`config.mk`:
```
export PLATFORM = sky130hd
export DESIGN_NAME = ram_port_arbiter
export DESIGN_NICKNAME = d
export VERILOG_FILES = /design/src/rtl/ram_port_arbiter.sv
export SDC_FILE = /design/constraint.sdc
export NUM_CORES = 1
export LEC_CHECK = 0
export ABC_AREA = 1
export BUFFER_PORTS_ARGS = -buffer_cell sky130_fd_sc_hd__buf_4
export CORE_AREA = 5 5 105 107
export CTS_CLUSTER_DIAMETER = 30
export CTS_CLUSTER_SIZE = 20
export DETAILED_ROUTE_END_ITERATION = 8
export DIE_AREA = 0 0 110 112
export GPL_TIMING_DRIVEN = 0
export PLACE_DENSITY = 0.69
export REMOVE_ABC_BUFFERS = 1
export SYNTH_ARGS = -nofsm -noshare
export SYNTH_HDL_FRONTEND = slang
export SYNTH_SLANG_ARGS = --single-unit
```
`constraint.sdc`:
```
create_clock -name clk_sys -period 4.2 [get_ports clk_sys]
set_clock_uncertainty 0.1 [all_clocks]
set_input_delay 0.21 -clock clk_sys [delete_from_list [all_inputs] [get_ports clk_sys]]
set_output_delay 0.21 -clock clk_sys [all_outputs]
set_load 0.02 [all_outputs]
```
`src/rtl/ram_port_arbiter.sv`:
```
// Purpose : arbitrates an instruction port and a data port onto one single-ported RAM window.
// Latency : grant and RAM strobe are combinational in the request cycle; the response follows one cycle later.
// Backpressure: the losing requester holds its request; data wins after STARVE_LIMIT denied cycles.
//
// Ports:
//   clk_sys, rst_sys_n                 clock and async active-low reset
//   instr_req/addr -> instr_gnt        instruction request, read-only, full-word
//   instr_rvalid/rdata/err             instruction response, one cycle after grant
//   data_req/we/be/addr/wdata -> gnt   data request, read or byte-masked write
//   data_rvalid/rdata/err              data response, one cycle after grant
//   mem_req/write/be/addr/wdata        RAM strobe, driven only for in-window grants
//   mem_rdata                          RAM read data, valid the cycle after mem_req
module ram_port_arbiter #(
  parameter int unsigned MEM_SIZE     = 65536,
  parameter logic [31:0] MEM_START    = 32'h0000_0000,
  parameter int unsigned STARVE_LIMIT = 4
) (
  input  logic        clk_sys,
  input  logic        rst_sys_n,

  input  logic        instr_req,
  input  logic [31:0] instr_addr,
  output logic        instr_gnt,
  output logic        instr_rvalid,
  output logic [31:0] instr_rdata,
  output logic        instr_err,

  input  logic        data_req,
  input  logic        data_we,
  input  logic [3:0]  data_be,
  input  logic [31:0] data_addr,
  input  logic [31:0] data_wdata,
  output logic        data_gnt,
  output logic        data_rvalid,
  output logic [31:0] data_rdata,
  output logic        data_err,

  output logic        mem_req,
  output logic        mem_write,
  output logic [3:0]  mem_be,
  output logic [31:0] mem_addr,
  output logic [31:0] mem_wdata,
  input  logic [31:0] mem_rdata
);

  localparam logic [31:0] ADDR_MASK = ~(32'(MEM_SIZE) - 32'd1);
  localparam logic [3:0]  STARVE_TH = 4'(STARVE_LIMIT);

  typedef enum logic {
    OWN_INSTR = 1'b0,
    OWN_DATA  = 1'b1
  } owner_e;

  logic [3:0]  starve_cnt;
  logic        resp_valid;
  owner_e      resp_owner;
  logic        resp_err;

  logic        data_win;
  logic        instr_win;
  logic        grant_any;
  logic [31:0] gnt_addr;
  logic        in_range;
  logic        mem_hit;
  logic [31:0] resp_rdata;

  // Grants are gated by reset so nothing is accepted while the block is held in reset.
  always_comb begin
    data_win  = rst_sys_n && data_req && (!instr_req || (starve_cnt >= STARVE_TH));
    instr_win = rst_sys_n && instr_req && !data_win;
    grant_any = instr_win || data_win;
    gnt_addr  = data_win ? data_addr : instr_addr;
    in_range  = ((gnt_addr & ADDR_MASK) == MEM_START);
    mem_hit   = grant_any && in_range;
  end

  assign instr_gnt = instr_win;
  assign data_gnt  = data_win;

  // RAM outputs are forced to zero unless an in-window access is granted, so
  // out-of-window grants never disturb the RAM.
  always_comb begin
    mem_req   = mem_hit;
    mem_write = 1'b0;
    mem_be    = 4'h0;
    mem_addr  = 32'h0;
    mem_wdata = 32'h0;
    if (mem_hit) begin
      mem_addr = gnt_addr;
      if (data_win) begin
        mem_write = data_we;
        mem_be    = data_be;
        mem_wdata = data_wdata;
      end else begin
        mem_be    = 4'hF;
      end
    end
  end

  always_ff @(posedge clk_sys or negedge rst_sys_n) begin
    if (!rst_sys_n) begin
      resp_valid <= 1'b0;
      resp_owner <= OWN_INSTR;
      resp_err   <= 1'b0;
      starve_cnt <= 4'd0;
    end else begin
      resp_valid <= grant_any;
      resp_owner <= data_win ? OWN_DATA : OWN_INSTR;
      resp_err   <= grant_any && !in_range;
      // Counts consecutive cycles data waited; any data grant or dropped request restarts it.
      if (data_req && !data_win) begin
        if (starve_cnt != 4'hF) begin
          starve_cnt <= starve_cnt + 4'd1;
        end
      end else begin
        starve_cnt <= 4'd0;
      end
    end
  end

  // Error responses return zero data; otherwise the RAM read data passes straight through.
  assign resp_rdata   = resp_err ? 32'h0 : mem_rdata;

  assign instr_rvalid = resp_valid && (resp_owner == OWN_INSTR);
  assign data_rvalid  = resp_valid && (resp_owner == OWN_DATA);
  assign instr_rdata  = instr_rvalid ? resp_rdata : 32'h0;
  assign data_rdata   = data_rvalid  ? resp_rdata : 32'h0;
  assign instr_err    = instr_rvalid && resp_err;
  assign data_err     = data_rvalid  && resp_err;

endmodule

```
==> flow_summary.toml, run 1 <==
[floorplanning]
die_w_um = 110
rows = 37
core_area_mm2 = 0.0100
die_h_um = 112
io_pins = 277
start_util_pct = 20.3
design.die.area_mm2 = 0.0123

[routing]
wl_met3_mm = 1.39
ant_nets = 0
routed-wl-met2_mm = 4.73
wl_mm = 9.75
drc = 0
drt-met1-wl_mm = 3.58
wl_per_cell_um = 12.6
vias = 3163
via_per_inst = 4.08
drtIter0Drc = 162
highest_layer = "met4"
first_pass_iters = 4

[cells_and_area]
postLayoutCoreUtil_pct = 40.1
nFillCells = 1113
regArea_um2 = 176
post-route-cell-area_mm2 = 0.00403
area_growth_pct = 97.6
layout-drive-gt1-share_pct = 47.4
multi_input_area_mm2 = 0.00144
instances_no_fill = 775
nets = 778
num_antenna_cells = 0

[clock_tree]
cts-root-buf = "clkbuf_8"
clkSlewWorstSetupHoldPaths_ps = 40
htree_levels = 1
cts.path.max_buffers = 2
numCtsBuffers = 3
clock_latency_ps = 230
cts_tree = "done"
clock-sinks = 7
post_cts.repair.setup_buffers = 0

[global_route]
first_global_vias = 2882
grt_usage_pct = 13.8
grt_max_degree = 55
grt_antenna_before_repair = 0
overflow = 0
grt_pass1_wl_mm = 13.9

[yosys]
synthMuxAreaShare_pct = 0.490
synth_top_family_by_area = "simple AND/OR/NAND/NOR gates"
synthXorXnorAreaFrac_pct = 0.858
yosysSeqAreaShare_pct = 8.58
synth.distinct_cells = 22
synth_seq_cells = 7
syn-cell-area_mm2 = 0.00204
synth_compound_area_share_pct = 0.736
synth_simple_gate_area_share_pct = 64.6
netlist_instances = 403
synth_fa_ha_area_share_pct = 0.613
syn_area_per_cell_um2 = 5.06
synth_warnings = 0

[power_and_ir_drop]
combinationalPowerShare_pct = 61.8
clockPowerShare_pct = 20.8
p_leak_nw = 2.34
p_sw_w = 0.000177
swShare_pct = 39.3
p_int_w = 0.000272
finalPower_w = 0.000449
power_density_mw_per_mm2 = 111
p_seq_share_pct = 17.3
vdd_drop_max_mv = 0.0754

[placed_design]
dp_cells = 770
portBuffers = 260
gp_routability_congestion = 0.822
dp_hpwl_mm = 8.01
place_area_mm2 = 0.00397

[setup_path]
crit_slowest_cell = "inv_4"
end_kind = "primary output"
cp_max_fo = 54
max_stage_delay_ps = 610
start_kind = "primary input"
path_cells = "dlygate4sd3_1 -> buf_4 -> nand2_1 -> inv_2 -> nand2_2 -> inv_4 -> nand2_1 -> nand2_1 -> nor2_1 -> nand2_1 -> nor2_4 -> nand2_4 -> nor2_1 -> buf_4"
crit_top_cell = "nand2_1"
cp.required_ps = 3890
path_class = "in -> out"
r2r.worst_path.cells = 10
worst_ep_arrival_time_ps = 3500

[sta]
worst_pin_slew_ps = 1120
fin_setup_tns_ps = 0
timing.final.crit_share_pct = 90.7
rsz0062_at_grt = "no"
setup_viol = 0
slew-limit-headroom_pct = 25.0
final-max-slew-violation-count = 0
finalCriticalPeriod_ps = 3810
finalHoldViolations = 0
fmax_mhz = 263

[hold_path]
hold_class = "in -> reg"
hold_path_depth = 3

[job]
cap_viol_max_count = 0

[status]
run_status = "finished clean"
-- cell usage after synthesis, drive strengths merged --
cell,number,area (um^2)
nand2,127,484
nor2,77,424
nor3,65,325
inv,58,218
buf,31,218
nand3,16,85.1
clkbuf,14,52.6
dfrtp,7,175
a21oi,2,10.0
xor2,2,17.5
conb,1,3.75
ha,1,12.5
mux2i,1,10.0
o21ai,1,5.00
-- layer usage --
metal  global-route usage [%]  vias to the layer above
met3                     4.52                        4
met1                     15.2                     1341
met2                     25.6                      170
met5                        0                        -
li1                         -                     1648
met4                     2.24                        0
-- repair_timing --
| item | in CTS | in global routing |
|---|---|---|
| setup endpoints to repair | 3 | 54 |
| hold buffers | 1 | 0 |
| resized for setup | 1 | 2 |
| endpoints found under the hold margin | 7 | 0 |
-- path summary, 6_finish.rpt --
path / startpoint / endpoint / slack (ps)
max in group asynchronous: rst_sys_n / resp_err / 3590
max: rst_sys_n / mem_wdata[0] / 390
max reg2reg: starve_cnt[2] / resp_err / 1580
min in group asynchronous: rst_sys_n / starve_cnt[0] / 260
min: data_req / starve_cnt[0] / 210
min reg2reg: starve_cnt[1] / starve_cnt[1] / 460
-- power groups by stage --
stage                     Clock [W]  Combinational [W]  Sequential, W
after floorplan                   0           0.000120      0.0000825
after global placement            0           0.000267      0.0000864
after detailed placement          0           0.000279      0.0000788
after CTS                 0.0000971           0.000280      0.0000779
after global routing       0.000100           0.000307      0.0000787
final                     0.0000936           0.000278      0.0000778
-- worst max-delay path: cells and delay by family --
family	cells	cell delay, ps
AND/OR/NAND/NOR	9	1540
buffers and inverters	5	1710
-- metrics by stage --
stage          hold WS [ps]  setup slack [ps]
2_1_floorplan          -186               916
3_3_place_gp          -63.3               197
3_5_place_dp          -61.6               190
4_1_cts                 210              79.6
5_1_grt                 254              20.6
6_report                211               391
-- cell usage in the layout, fill, tap and decap left out, types with 3 or more instances in the layout --
cell type,count
buf_4,260
clkbuf_8,3
conb_1,16
dfrtp_1,6
inv_1,56
nand2_1,124
nand3_1,15
nor2_1,45
nor2_2,21
nor2_4,11
nor3_1,65
-- cells by family after synthesis --
family / count (synthesis)
xor+xnor: 2
fa+ha+maj: 1
buf+inv: 103
other cells: 1
compound gates: 3
simple gates: 285
flops: 7
mux: 1
-- state kept, by name (all words and copies together), names as in the netlist --
| signal | flops |
|---|---|
| resp_valid | 1 |
| resp_owner | 1 |
| resp_err | 1 |
| starve_cnt | 4 |
-- area by class of cell --
class	count	area share, %
multi-input cells	308	35.7
flip-flops and latches	7	4.37
clock buffers	4	1.12
well taps	136	4.22
repair buffers	262	49.1
inverters	58	5.46
(Power assumes the default switching activity.)
==> inputs of run 2 (changes only) <==
- GPL_TIMING_DRIVEN: 0 -> unset
==> run 2 against run 1 <==
Cell count is 0.26% higher. First-iteration DRC count is 10% higher. Via count is 0.76% lower. Sequential share of layout area hardly changed. Worst setup slack better by 440 ps. Core utilization hardly changed. Combinational power is 3% lower. Clock-buffer cell count stayed put. Die area stayed put. Final area is 0.12% lower. Global-route usage is 0.32 points higher. Critical endpoint unchanged. Largest power group unchanged. Highest routed layer unchanged.
==> flow_summary.toml, run 2 (synthesis results as in run 1) <==
[clock_tree]
cts_tree = "done"
clock-sinks = 7
ctsResizeCount = 0
cts.path.max_buffers = 2
clock_latency_ps = 220
numCtsBuffers = 3
clkSlewWorstSetupHoldPaths_ps = 40
htree_levels = 1
cts-root-buf = "clkbuf_8"

[sta]
finalCriticalPeriod_ps = 3370
slew-limit-headroom_pct = 24.2
rsz0062_at_grt = "no"
setup_ws_ps = 830
timing.final.crit_share_pct = 80.2
setup_viol = 0
fmax_mhz = 297
finalHoldViolations = 0
fin_setup_tns_ps = 0
final-max-slew-violation-count = 0
worst_pin_slew_ps = 1130

[routing]
first_pass_iters = 4
wl_per_cell_um = 12.6
ant_nets = 0
wl_mm = 9.76
drc = 0
via_per_inst = 4.04
drtIter0Drc = 179
vias = 3139

[hold_path]
hold_class = "in -> reg"
hp-start = "instr_req"
hold_end = "resp_valid"
hold_path_depth = 3

[setup_path]
crit_slowest_cell = "dlygate4sd3_1"
start_kind = "primary input"
worst_ep_arrival_time_ps = 3060
r2r_end = "resp_err"
crit_top_cell = "nand2_1"
max_stage_delay_ps = 530
regToRegStartpoint = "starve_cnt[2]"
cp_max_fo = 38
reg2reg_slack_ps = 2020
cp.required_ps = 3890
r2r.worst_path.cells = 10
path_class = "in -> out"
crit_buf_inv = 6
path_cells = "dlygate4sd3_1 -> buf_4 -> nand2_1 -> inv_2 -> nand2_2 -> inv_2 -> nand2_1 -> nand2_1 -> nor2_1 -> nand2_1 -> nor2_4 -> nand2_2 -> buf_4 -> nor2_1 -> buf_4"
end_kind = "primary output"
cpLargestDelayFamily = "buffers and inverters"

[power_and_ir_drop]
vdd_drop_max_mv = 0.0821
power_density_mw_per_mm2 = 111
p_leak_nw = 2.33

[placed_design]
dp_hpwl_mm = 8.11
gp_routability_congestion = 0.871
portBuffers = 260
place_ws_ps = 1290

[floorplanning]
design.die.area_mm2 = 0.0123
core_area_mm2 = 0.0100
start_util_pct = 20.3
rows = 37
die_w_um = 110
die_h_um = 112
io_pins = 277

[cells_and_area]
nets = 780
final_common_cell = "buf_4"
final_cell_mix = "263 x buf_4, 124 x nand2_1, 65 x nor3_1"
layout-drive-gt1-share_pct = 47.6
top_register = "starve_cnt"
area_growth_pct = 97.4
largest_reg_flops = 4
num_antenna_cells = 0

[global_route]
grt_pass1_wl_mm = 14.3
grt_usage_pct = 14.1
grt_max_degree = 59
first_global_vias = 2923
grt_antenna_before_repair = 0
overflow = 0

[status]
run_status = "finished clean"

[job]
cap_viol_max_count = 0
## run 2: changes by cell type in the layout (fill, tap and decap cells not counted), sizes merged
cell  delta
buf      +2
## run 2: worst reg2reg max path, cell delays in order, from the launching register on
cell and delay [ps]:
dfrtp_1 400, nor2_1 140, nand2_2 190, nand2_2 560, inv_2 150, nand2_1 90, nand2_1 50, nor2_1 80
nand2_1 90, nor2_4 120, a21oi_1 90
## run 2: power breakdown
part | switching [W] | internal [W] | total, W
Combinational | 0.000137 | 0.000134 | 0.000271
Clock | 0.0000279 | 0.0000656 | 0.0000935
Sequential | 0.0000127 | 0.0000717 | 0.0000844
Total | 0.000178 | 0.000271 | 0.000449
## run 2: area by class of cell
type | instances | area [um^2]
Sequential cell | 7 | 176
Timing Repair Buffer | 264 | 1980
Fill cell | 1082 | 6020
Multi-Input combinational cell | 308 | 1430
Clock buffer | 4 | 45.0
Tap cell | 136 | 170
Inverter | 58 | 218
## run 2: metal layers
layer	global-route usage, %	vias to the layer above	wire length (um)
met5	0	-	0
met4	3.41	0	142
met3	4.35	8	1410
met2	24.7	178	4660
met1	16.5	1300	3550
li1	-	1653	-
## run 2: how the worst max path moves through the flow
stage / from / cells past startpoint / slack, ps / end
after floorplan: starve_cnt[2] / 11 / 920 / mem_wdata[0]
after global placement: starve_cnt[3] / 12 / 1330 / mem_wdata[31]
after detailed placement: starve_cnt[2] / 12 / 1290 / mem_addr[11]
after CTS: rst_sys_n / 15 / 790 / mem_wdata[0]
after global routing: rst_sys_n / 13 / 500 / mem_addr[13]
final: rst_sys_n / 15 / 830 / mem_wdata[0]
## run 2: timing repair
| action | 4_1_cts | 5_1_grt |
|---|---|---|
| hold buffers | 1 | 0 |
| setup buffers | 0 | 0 |
| endpoints found under the hold margin | 7 | 0 |
## run 2: per-stage QoR
step	utilization (%)	power, W	cell area (um^2)	instances	hold slack [ps]
final	40.1	0.000449	4030	777	216
after global routing	40.1	0.000487	4030	777	252
after CTS	40.1	0.000454	4030	777	223
after floorplan	-	0.000202	1830	373	-186
after global placement	39.5	0.000357	3970	772	-63.5
after detailed placement	39.5	0.000358	3970	772	-62.2
